File: config.mk
export PLATFORM = sky130hd
export DESIGN_NAME = lc3_cc_ben_sequencer
export DESIGN_NICKNAME = d
export VERILOG_FILES = /design/src/rtl/lc3_cc_ben_sequencer.sv
export SDC_FILE = /design/constraint.sdc
export NUM_CORES = 1
export LEC_CHECK = 0
export BUFFER_PORTS_ARGS = -buffer_cell sky130_fd_sc_hd__buf_4
export CAP_MARGIN = 15
export CORE_AREA = 5 5 42 44
export CTS_BUF_LIST = sky130_fd_sc_hd__clkbuf_16
export DETAILED_ROUTE_END_ITERATION = 7
export DIE_AREA = 0 0 47 49
export PLACE_DENSITY = 0.68
export SETUP_SLACK_MARGIN = 0.3
export SLEW_MARGIN = 25
export SYNTH_ARGS = -nofsm -noshare
export SYNTH_HDL_FRONTEND = slang
export SYNTH_SLANG_ARGS = --single-unit
File: constraint.sdc
create_clock -name Clk -period 1.4 [get_ports Clk]
set_input_delay 0.21 -clock Clk [delete_from_list [all_inputs] [get_ports Clk]]
set_output_delay 0.21 -clock Clk [all_outputs]
set_load 0.1 [all_outputs]
File: src/rtl/lc3_cc_ben_sequencer.sv
// Per-instruction control sequencer for the LC-3 NZP/BEN datapath (gates, LD_CC, LD_BEN, LD_PC).
// Define LC3_SEQ_TIMEOUT_EN to bound each memory wait to TIMEOUT_CYCLES and pulse timeout_err.
module lc3_cc_ben_sequencer #(
  parameter int unsigned TIMEOUT_CYCLES = 16,
  parameter int unsigned TIMEOUT_W      = 5
) (
  input  logic       Clk,
  input  logic       Reset,
  input  logic       instr_valid,
  output logic       instr_ready,
  input  logic [3:0] opcode,
  input  logic       mem_ready,
  input  logic       ben,
  output logic       mem_en,
  output logic       GateALU,
  output logic       GateMARMUX,
  output logic       GateMDR,
  output logic       LD_CC,
  output logic       LD_BEN,
  output logic       LD_PC,
  output logic       pc_sel_adder,
  output logic       busy,
  output logic       done,
  output logic       timeout_err
);

  typedef enum logic [3:0] {
    StIdle, StAluWb, StLeaWb, StMem1, StMem2, StMemWb, StBenLd, StBenChk, StDone
  } state_e;

  state_e state_q, state_d;
  logic   indirect_q, indirect_d;
  logic   mem_timeout;

  always_ff @(posedge Clk or posedge Reset) begin
    if (Reset) begin
      state_q    <= StIdle;
      indirect_q <= 1'b0;
    end else begin
      state_q    <= state_d;
      indirect_q <= indirect_d;
    end
  end

  always_comb begin
    state_d     = state_q;
    indirect_d  = indirect_q;
    instr_ready = 1'b0;
    mem_en      = 1'b0;
    GateALU     = 1'b0;
    GateMARMUX  = 1'b0;
    GateMDR     = 1'b0;
    LD_CC       = 1'b0;
    LD_BEN      = 1'b0;
    LD_PC       = 1'b0;
    done        = 1'b0;
    unique case (state_q)
      StIdle: begin
        instr_ready = 1'b1;
        if (instr_valid) begin
          case (opcode)
            4'b0001, 4'b0101, 4'b1001: state_d = StAluWb;
            4'b1110:                   state_d = StLeaWb;
            4'b0010, 4'b0110: begin
              state_d    = StMem1;
              indirect_d = 1'b0;
            end
            4'b1010: begin
              state_d    = StMem1;
              indirect_d = 1'b1;
            end
            4'b0000:                   state_d = StBenLd;
            default:                   state_d = StDone;
          endcase
        end
      end
      StAluWb: begin
        GateALU = 1'b1;
        LD_CC   = 1'b1;
        state_d = StDone;
      end
      StLeaWb: begin
        GateMARMUX = 1'b1;
        LD_CC      = 1'b1;
        state_d    = StDone;
      end
      StMem1, StMem2: begin
        mem_en = 1'b1;
        if (mem_ready) begin
          // LDI: the first access fetches the pointer, the second fetches the data.
          if (state_q == StMem1 && indirect_q) begin
            state_d    = StMem2;
            indirect_d = 1'b0;
          end else begin
            state_d = StMemWb;
          end
        end else if (mem_timeout) begin
          state_d = StDone;
        end
      end
      StMemWb: begin
        GateMDR = 1'b1;
        LD_CC   = 1'b1;
        state_d = StDone;
      end
      StBenLd: begin
        LD_BEN  = 1'b1;
        state_d = StBenChk;
      end
      StBenChk: begin
        LD_PC   = ben;
        state_d = StDone;
      end
      StDone: begin
        done    = 1'b1;
        state_d = StIdle;
      end
      default: state_d = StIdle;
    endcase
  end

  assign pc_sel_adder = LD_PC;
  assign busy         = (state_q != StIdle);

`ifdef LC3_SEQ_TIMEOUT_EN
  logic [TIMEOUT_W-1:0] wait_cnt_q, wait_cnt_d;
  logic                 timeout_q, timeout_d;
  logic                 in_mem;

  assign in_mem      = (state_q == StMem1) || (state_q == StMem2);
  assign mem_timeout = in_mem && !mem_ready &&
                       (wait_cnt_q == TIMEOUT_W'(TIMEOUT_CYCLES - 1));

  // Staying in the same MEM state means still waiting; any state change restarts the count.
  always_comb begin
    wait_cnt_d = (in_mem && state_d == state_q) ? wait_cnt_q + TIMEOUT_W'(1) : '0;
    timeout_d  = mem_timeout;
  end

  always_ff @(posedge Clk or posedge Reset) begin
    if (Reset) begin
      wait_cnt_q <= '0;
      timeout_q  <= 1'b0;
    end else begin
      wait_cnt_q <= wait_cnt_d;
      timeout_q  <= timeout_d;
    end
  end

  assign timeout_err = timeout_q;
`else
  assign mem_timeout = 1'b0;
  assign timeout_err = 1'b0;
`endif

endmodule

Yosys cells after proc, flatten, opt, wreduce, memory -nomap -nowiden --
Cells that the tools add are included.
Word-level totals: word-level logic and storage cells 53, memory bits (read-only) 0, memories kept 0, input port bits 9, memory bits (writable) 0, latch bits 0, register bits 5
Cells by class: multiply operators 0, divide/modulo/power cells 0, shift operators 0, magnitude comparators 0, bitwise operators 0, multiplexer cells 19, add/subtract/negate cells 0, equality and inequality tests 19, reduce and logical (&&, ||, !) cells 13
Operator list (number):
- 4-bit case mux with 4 select lines | 2
- 4-bit by 3-bit == test with 1-bit output (second input constant) | 6
- 4-bit == test (second input constant) | 4
- 1-bit two-way mux | 13
- 4-bit by 2-bit == test with 1-bit output (second input constant) | 3
- 3-bit OR reduction | 3
- 4-bit by 1-bit == test with 1-bit output (second input constant) | 2
- 4-bit logical NOT | 2
- 4-bit two-way mux | 2
- 2-bit inequality test (second input constant) | 3
- 5-bit AND reduction | 1
- 1-bit case mux with 2 select lines | 2
- 4-bit nonzero test | 1
- 2-bit OR reduction | 2
- 4-bit OR reduction | 1
- 3-bit by 1-bit inequality test with 1-bit output (second input constant) | 1
- 2-bit AND reduction | 1
- 2-bit nonzero test | 1
- 1-bit logical AND | 1

Depth between registers and ports, before layout --
Gate-level depths: netlist (run 1).
depth in word-level cells 5, mapped depth 5, mapped depth without buffers 3

Worst setup path before layout (run 1) --
Ideal clock, no wire load.
path type register -> output, start reg state_q[2], end out pc_sel_adder, path slack -2.335 ns, arrival time 3.525 ns, path buffers 3, data required time 1.190 ns, cell stages (with the launch flop) 6, cells stage by stage dfrtp_1 -> clkbuf_2 -> buf_1 -> nand2_1 -> nor3_1 -> buf_4
Between the ends: longest elaborated chain between the ends 2
RTL lines:
- start: declaration | line 31 | state_e state_q, state_d;
- start signal: assignment | line 37 | state_q <= StIdle;
- start signal: assignment | line 40 | state_q <= state_d;
- 4-bit by 3-bit == test with 1-bit output | line 57 | unique case (state_q)
- 1-bit two-way mux | line 57
- end: declaration | line 21 | output logic pc_sel_adder,
No other way between the ends.

Worst setup path in the final report (run 1) --
start reg state_q[0], end out done
Between the ends: longest elaborated chain between the ends 2
RTL lines:
- 4-bit == test | line 57
- 1-bit two-way mux | line 57
- end: declaration | line 23 | output logic done,
No other way between the ends.

==> impl_metrics.ini, run 1 <==
[cts]
cts_inserted_buffers = 3
htree_num_levels = 1
clock_latency_ns = 0.23
clkTransAtPathRegs_ns = 0.03
cts_tree = built
root_buffer = clkbuf_16
numClockSinks = 5
clockBufferDepth = 2

[sta]
skew_ns = 0.000595
worst_slack_ns = -0.315
finalHoldWorstSlack_ns = 0.372
timing.setup.tns_ns = -3.25
finalHoldViolations = 0
maxSlewViolCount = 0
rsz0062_at_grt = true
finalSetupViolations = 16
period_share_pct = 123
period_needed_ns = 1.72
fmax_mhz = 583

[die]
ios = 21
die_area_sq_mm = 0.00230
die_w_um = 47
rows = 14
die_h_um = 49
initial_utilization_pct = 36.5
core_area_sq_mm = 0.00140

[pwr]
ir_worst_vdd_mv = 2.04
cellPowerDensity_mw_per_mm2 = 2460
power_mw = 3.16
p_leak_nw = 0.561

[global_routing]
grt_first_pass_wirelength_mm = 3.80
grt-ovfl-total = 0
grt_max_degree = 10
grt_pass1_vias = 768
grt_antenna_before_repair = 0
grt_use_total_pct = 22.8

[detailed_routing]
num_vias = 766
totalWireLength_mm = 2.76
drt-pass1-iter-count = 4
drt_iter0_drc = 30
vias_per_cell = 5.89
drt_drc_violations_left = 0
routedWlPerCell_um = 21.2
antenna_left = 0

[yosys]
synthCells = 67
synth_top_area_share_pct = 24.4
synth_area_leaders = dfrtp_1 (24%), nand2b_1 (4.9%), nor3_1 (4.9%), inv_1 (4.4%), nor2_1 (4.4%)
yosys.area.top_type = dfrtp_1
synth.distinct_cells = 38
async_flop_share_pct = 100
seq_area_frac_synth_pct = 24.4
syn_nets = 76
synth-edff-count = 0
yosys-top-cells-count = inv_1 (6), nor2_1 (6), dfrtp_1 (5), nor3_1 (5), nand2b_1 (4)
syn-cell-area_sq_um = 512
yosys_register_bits = 5
yosysWarnings = 0
synth_flop_cell = dfrtp_1
avgSynthCellArea_sq_um = 7.64

[placed_design]
hpwl_mm = 1.27
gp_congestion = 0.942
port_buffers = 19

[cells_and_area]
syn_to_final_growth_pct = 151
layout.nets = 124
final_layout_size_suffix_gt1_share_pct = 69.3
antennaDiodeCount = 0

[worst_setup_path]
crit_path_end_kind = primary output
arrival_ns = 1.51
cp_top_family = buffers and inverters
cpMaxStageDelayCell = dfrtp_1
slowest_delay_ns = 0.41
start_kind = register
cp_cell_sequence = buf_4 -> buf_6 -> or2_4 -> nor3_4 -> buf_12
worst-setup-path-type = register to primary output
worst-path-buf-inv = 3
critPathRequiredTime_ns = 1.19
path_max_fanout = 3

[outcome]
status = complete, but fails checks
violations = setup timing

[run]
cap_violations = 0

[min_path]
hp-class = input pin to register
==> cells in the final DEF (no fill, tap or decap), types with 2 or more instances in the layout <==
cell type | Yosys | final
a211oi_2 | 1 | 2
buf_12 | 0 | 10
buf_4 | 2 | 30
buf_6 | 0 | 9
clkbuf_16 | 0 | 3
dfrtp_1 | 5 | 4
inv_1 | 6 | 7
nand2_2 | 0 | 2
nand2b_1 | 4 | 2
nand2b_4 | 0 | 2
nor2_2 | 0 | 2
nor2_4 | 0 | 3
nor2b_1 | 2 | 2
nor3_4 | 0 | 4
==> kinds of logic after synthesis <==
family / after synthesis / synth area share [%]
muxes: 1 / 2.20
xor gates and xnor gates: 1 / 1.71
buffers and inverters: 13 / 11.2
and+or+nand+nor: 29 / 32.5
AOI/OAI and AO/OA: 17 / 27.1
other: 1 / 0.733
DFF: 5 / 24.4
==> worst register-to-register path: cells and delay by family (launching register included) <==
kind	cells	cell delay, ns
DFF	1	0.38
buffers and inverters	1	0.15
AOI/OAI and AO/OA	2	0.47
and+or+nand+nor	1	0.52
==> state kept, by name, indices dropped and copies added (netlist names) <==
signal and cells:
indirect_q 1, state_q 4
==> layout make-up <==
class / count / area, sq um
Sequential cell: 5 / 126
Tap cell: 16 / 20.0
Timing Repair Buffer: 50 / 537
Fill cell: 56 / 118
Multi-Input combinational cell: 49 / 499
Clock inverter: 1 / 3.75
Clock buffer: 3 / 75.1
Inverter: 6 / 22.5
==> power by group <==
group / internal, mW / leakage (nW) / total, mW / switching (mW)
Sequential: 0.195 / 0.0626 / 0.256 / 0.0612
Combinational: 0.980 / 0.456 / 2.43 / 1.45
Clock: 0.371 / 0.0423 / 0.472 / 0.102
==> routing by layer <==
metal	track usage [%]	vias to the layer above	routed length (um)
met2	37.8	30	1530
met4	16.1	0	72
li1	-	337	-
met3	3.32	8	105
met5	0	-	0
met1	24.9	391	1050
==> path summary, 6_finish.rpt <==
kind,from,to,slack [ns],cells after the start
worst max register to register,state_q[1],state_q[2],-0.21,4
worst min-delay path,opcode[2],state_q[2],0.37,3
worst max-delay path,state_q[0],done,-0.32,5
max in group asynchronous,Reset,state_q[3],0.77,3
min in group asynchronous,Reset,state_q[2],0.44,3
worst min register to register,indirect_q,indirect_q,0.59,1
==> what timing repair did <==
item / in CTS / in global routing
resized for setup: 36 / 18
endpoints found under the setup margin: 16 / 16
hold buffers: 1 / 0
setup buffers: 9 / 8
gates cloned: 0 / 0
pin swaps: 10 / 6
hold endpoints to repair: 5 / 0
==> through the flow <==
step	setup WS (ns)	area [sq um]	std cells	util (%)
2_1_floorplan	-1.28	614	67	-
3_3_place_gp	-0.0933	832	108	59.4
3_5_place_dp	-0.0987	832	108	59.4
4_1_cts	-0.244	1150	122	82.1
5_1_grt	-0.344	1280	130	91.6
6_report	-0.315	1280	130	91.6
(Power assumes the default switching activity.)
==> run 2: changes to the inputs <==
Settings changed: PLACE_DENSITY 0.68 to default, PLACE_DENSITY_LB_ADDON from default to 0.1, SKIP_LAST_GASP from default to 1.
==> run 2 against run 1 <==
The flow still finishes with violations (setup timing). Worst hold slack lost 0.0066 ns. Global-route usage grew 3.6 points. Flip-flop and latch count is the same. Combinational power shrank 3%. Largest cell class unchanged. Highest routed layer unchanged. Cell count grew 2.3%. Via count grew 1.7%. Critical endpoint is now state_q[2]. Sequential power grew 10%. Sequential share of layout area grew 0.40 points. Clock-buffer cell count is the same. Clock power grew 2%.
==> impl_metrics.ini, run 2 (synthesized netlist as in run 1, its figures left out) <==
[outcome]
violations = setup timing
status = complete, but fails checks

[detailed_routing]
routedWlPerCell_um = 21.0
vias_per_cell = 5.86
drt_iter0_drc = 15
drt-pass1-iter-count = 4
drt_drc_violations_left = 0
num_vias = 779
totalWireLength_mm = 2.80
antenna_left = 0

[cells_and_area]
regMostFlops = state_q
num-fill-cells = 57
layout.nets = 127
syn_to_final_growth_pct = 146
reg_top3 = state_q (4), indirect_q (1)
layout_common_cells = buf_4 (33), buf_6 (9), buf_12 (8)
antennaDiodeCount = 0
final_cell_area_sq_mm = 0.00126
register_area_sq_um = 129
largest_reg_flops = 4
final_cell_count_no_fill = 133
multi_input_area_sq_um = 458
final_layout_size_suffix_gt1_share_pct = 66.7
layout_commonest_cell = buf_4

[sta]
rsz0062_at_grt = true
period_share_pct = 123
period_needed_ns = 1.72
fmax_mhz = 581
finalSetupViolations = 16
maxSlewViolCount = 0
finalHoldViolations = 0
skew_ns = 0.00181
timing.setup.tns_ns = -3.35
worst_slack_ns = -0.321

[min_path]
hold_path_depth = 3
hp-class = input pin to register
min_from = opcode[2]
hold_end = state_q[2]

[global_routing]
grt_max_degree = 8
grt_antenna_before_repair = 0
grt_use_total_pct = 26.5
grt_first_pass_wirelength_mm = 4.36
grt-ovfl-total = 0
grt_pass1_vias = 889

[worst_setup_path]
rrSetupSlack_ns = -0.32
start_kind = register
timing.rr.end = state_q[2]
worst-setup-path-type = register to register
critPathRequiredTime_ns = 1.54
crit_path_end_kind = register
arrival_ns = 1.86
reg2reg_depth = 4
path_max_fanout = 4
reg2reg_from = state_q[0]

[placed_design]
postPlaceCellArea_sq_um = 880
dp_cells = 116
port_buffers = 19
gp_congestion = 0.795
hpwl_mm = 1.33
pre_cts_ws_ns = -0.151

[run]
cap_violations = 0

[die]
die_area_sq_mm = 0.00230
core_area_sq_mm = 0.00140
die_h_um = 49
die_w_um = 47
rows = 14
ios = 21
initial_utilization_pct = 36.5

[cts]
clockBufferDepth = 2
cts_inserted_buffers = 3
htree_num_levels = 1
cts_tree = built
root_buffer = clkbuf_16
clkTransAtPathRegs_ns = 0.04
clock_latency_ns = 0.23
numClockSinks = 5

[pwr]
cellPowerDensity_mw_per_mm2 = 2480
p_leak_nw = 0.568
ir_worst_vdd_mv = 1.97
==> run 2: worst max path at each step <==
stage	startpoint	end	slack (ns)	depth (start not counted)
5_1_grt	state_q[0]	state_q[2]	-0.37	4
4_1_cts	state_q[2]	busy	-0.28	4
2_1_floorplan	state_q[3]	busy	-1.28	3
3_3_place_gp	state_q[1]	state_q[2]	-0.17	3
3_5_place_dp	state_q[1]	state_q[2]	-0.15	3
6_report	state_q[0]	state_q[2]	-0.32	4
==> run 2: critical path, cell delays in order, from the launching register on <==
cell and delay (ns):
dfrtp_2 0.43, buf_4 0.15, or4_1 0.55, o311a_1 0.34, a211oi_2 0.16
==> run 2: layout make-up <==
cell class,count,share of cell area [%]
repair buffers,53,43.7
multi-input cells,49,36.4
flip-flops and latches,5,10.2
clock buffers,3,5.97
inverters,6,1.79
well taps,16,1.59
clock inverters,1,0.299
==> run 2: power by group <==
group	total, mW	switching (mW)	internal (mW)	leakage (nW)
registers	0.282	0.0856	0.197	0.0593
logic	2.36	1.39	0.966	0.467
clock network	0.483	0.111	0.372	0.0423
==> run 2: repair_timing <==
item / in CTS / in global routing
hold buffers: 1 / 0
resized for setup: 38 / 12
gates cloned: 0 / 0
endpoints found under the hold margin: 5 / 0
setup buffers: 9 / 3
pin swaps: 7 / 5
endpoints found under the setup margin: 16 / 16
==> run 2: metal layers <==
layer  vias to the layer above  routed length, um  GRT usage (%)
met5                         -                  0              0
met4                         0                234           18.9
met3                        20                165           7.75
met2                        43               1400           42.8
met1                       370                998           27.4
li1                        346                  -              -
==> run 2: per-stage QoR <==
step | hold WS (ns) | power, mW | utilization (%)
2_1_floorplan | -0.0115 | 1.55 | -
3_3_place_gp | 0.128 | 1.98 | 62.8
3_5_place_dp | 0.127 | 1.98 | 62.8
4_1_cts | 0.335 | 2.87 | 85.2
5_1_grt | 0.390 | 3.24 | 89.7
6_report | 0.365 | 3.12 | 89.7
==> run 3: changes to the inputs <==
Settings changed: CTS_BUF_LIST sky130_fd_sc_hd__clkbuf_16 to default.
==> run 3 against run 2 <==
The run still ends with setup timing left. Clock skew down 0.0012 ns. Core utilization down 2.3 points. Flip-flop and latch count unchanged. Largest cell class unchanged. Setup slack better by 0.016 ns. Cell count unchanged. Highest routed layer unchanged. Clock power down 64%. First-iteration DRC count down 13%. Fmax up 0.93%.
==> impl_metrics.ini, run 3 (synthesized netlist as in run 1, its figures left out) <==
[sta]
finalSetupViolations = 16
timing.setup.tns_ns = -3.62
rsz0062_at_grt = true
finalHoldViolations = 0
skew_ns = 0.000564
fmax_mhz = 586
maxSlewViolCount = 0
period_needed_ns = 1.71
period_share_pct = 122
worst_slack_ns = -0.306

[detailed_routing]
drt_iter0_drc = 13
drt_drc_violations_left = 0
totalWireLength_mm = 2.34
num_vias = 738
drt-pass1-iter-count = 4
antenna_left = 0
routedWlPerCell_um = 17.6
vias_per_cell = 5.55

[worst_setup_path]
arrival_ns = 1.50
worst-setup-path-type = register to primary output
crit_path_end_kind = primary output
start_kind = register
path_max_fanout = 4
critPathRequiredTime_ns = 1.19

[pwr]
switching_share_pct = 54.2
power.switching_mw = 1.53
pwr-share-clk_pct = 6.1
power_mw = 2.83
p_leak_nw = 0.542
seqPwrFrac_pct = 10.1
ir_worst_vdd_mv = 1.85
cellPowerDensity_mw_per_mm2 = 2310
p_comb_share_pct = 83.8
intPower_mw = 1.29

[cells_and_area]
largest_reg_flops = 4
final_layout_size_suffix_gt1_share_pct = 67.5
layout_commonest_cell = buf_4
utilization_pct = 87.4
layout.nets = 127
antennaDiodeCount = 0
syn_to_final_growth_pct = 139
reg_top3 = state_q (4), indirect_q (1)
regMostFlops = state_q
layout_common_cells = buf_4 (28), buf_6 (16), buf_12 (8)

[placed_design]
port_buffers = 19
gp_congestion = 0.795
hpwl_mm = 1.33

[min_path]
hp-class = input pin to register

[die]
die_area_sq_mm = 0.00230
rows = 14
die_w_um = 47
core_area_sq_mm = 0.00140
die_h_um = 49
initial_utilization_pct = 36.5
ios = 21

[global_routing]
grt-ovfl-total = 0
grt_pass1_vias = 777
grt_antenna_before_repair = 0
grt_max_degree = 8
grt_use_total_pct = 20.9
grt_first_pass_wirelength_mm = 3.55

[run]
cap_violations = 0

[cts]
clockBufferDepth = 2
cts_inserted_buffers = 3
htree_num_levels = 1
cts_tree = built
numClockSinks = 5
clkTransAtPathRegs_ns = 0.05
clock_latency_ns = 0.24
root_buffer = clkbuf_4

[outcome]
status = complete, but fails checks
violations = setup timing
run 3: changes by cell type in the layout (fill, tap and decap cells not counted), sizes merged:
cell    previous run  this run
clkbuf             3         4
inv                7         6
run 3: power by group through the flow:
stage / registers, mW / clock network (mW) / logic (mW)
2_1_floorplan: 0.227 / 0 / 1.32
3_3_place_gp: 0.265 / 0 / 1.71
3_5_place_dp: 0.264 / 0 / 1.72
4_1_cts: 0.271 / 0.177 / 2.13
5_1_grt: 0.292 / 0.189 / 2.46
6_report: 0.285 / 0.173 / 2.37
run 3: per-stage QoR:
step / std cells / instance area (sq um) / hold WS [ns] / setup slack (ns)
after global routing: 133 / 1220 / 0.313 / -0.382
after CTS: 130 / 1150 / 0.314 / -0.295
after global placement: 116 / 880 / 0.128 / -0.167
final: 133 / 1220 / 0.325 / -0.306
after detailed placement: 116 / 880 / 0.127 / -0.151
after floorplan: 67 / 614 / -0.0115 / -1.28
run 3: cell type report:
class,count,area [sq um]
multi-input combinational,49,465
timing repair buffer,53,561
clock buffer,4,26.3
tap,16,20.0
inverter,6,22.5
sequential,5,130
fill,75,176
run 3: per-layer routing:
| layer | GRT usage, % | wire length (um) | vias up |
|---|---|---|---|
| met2 | 36.4 | 1290 | 26 |
| met4 | 4.15 | 16 | 0 |
| met1 | 25.3 | 931 | 369 |
| li1 | - | - | 341 |
| met5 | 0 | 0 | - |
| met3 | 4.43 | 99 | 2 |
run 3: worst max-delay path: stages (launching register included):
cell      delay [ns]
dfrtp_2         0.43
buf_6           0.14
nand2b_4        0.16
o21a_1          0.18
nor2_2          0.10
buf_6           0.23
run 3: worst paths after layout:
check                                start         end  slack [ns]  cells past startpoint
worst max-delay path            state_q[0]       LD_CC       -0.31                      5
worst min-delay path             opcode[2]  state_q[2]        0.33                      3
worst max register to register  state_q[0]  state_q[2]       -0.30                      4
worst min register to register  indirect_q  indirect_q        0.57                      1
max in group asynchronous            Reset  state_q[3]        0.79                      3
min in group asynchronous            Reset  indirect_q        0.42                      3
run 3: repair_timing:
| action | CTS | global route |
|---|---|---|
| hold endpoints to repair | 5 | 0 |
| pin swaps | 6 | 9 |
| hold buffers | 1 | 0 |
| resized for setup | 41 | 14 |
| endpoints found under the setup margin | 16 | 16 |
| setup buffers | 9 | 3 |
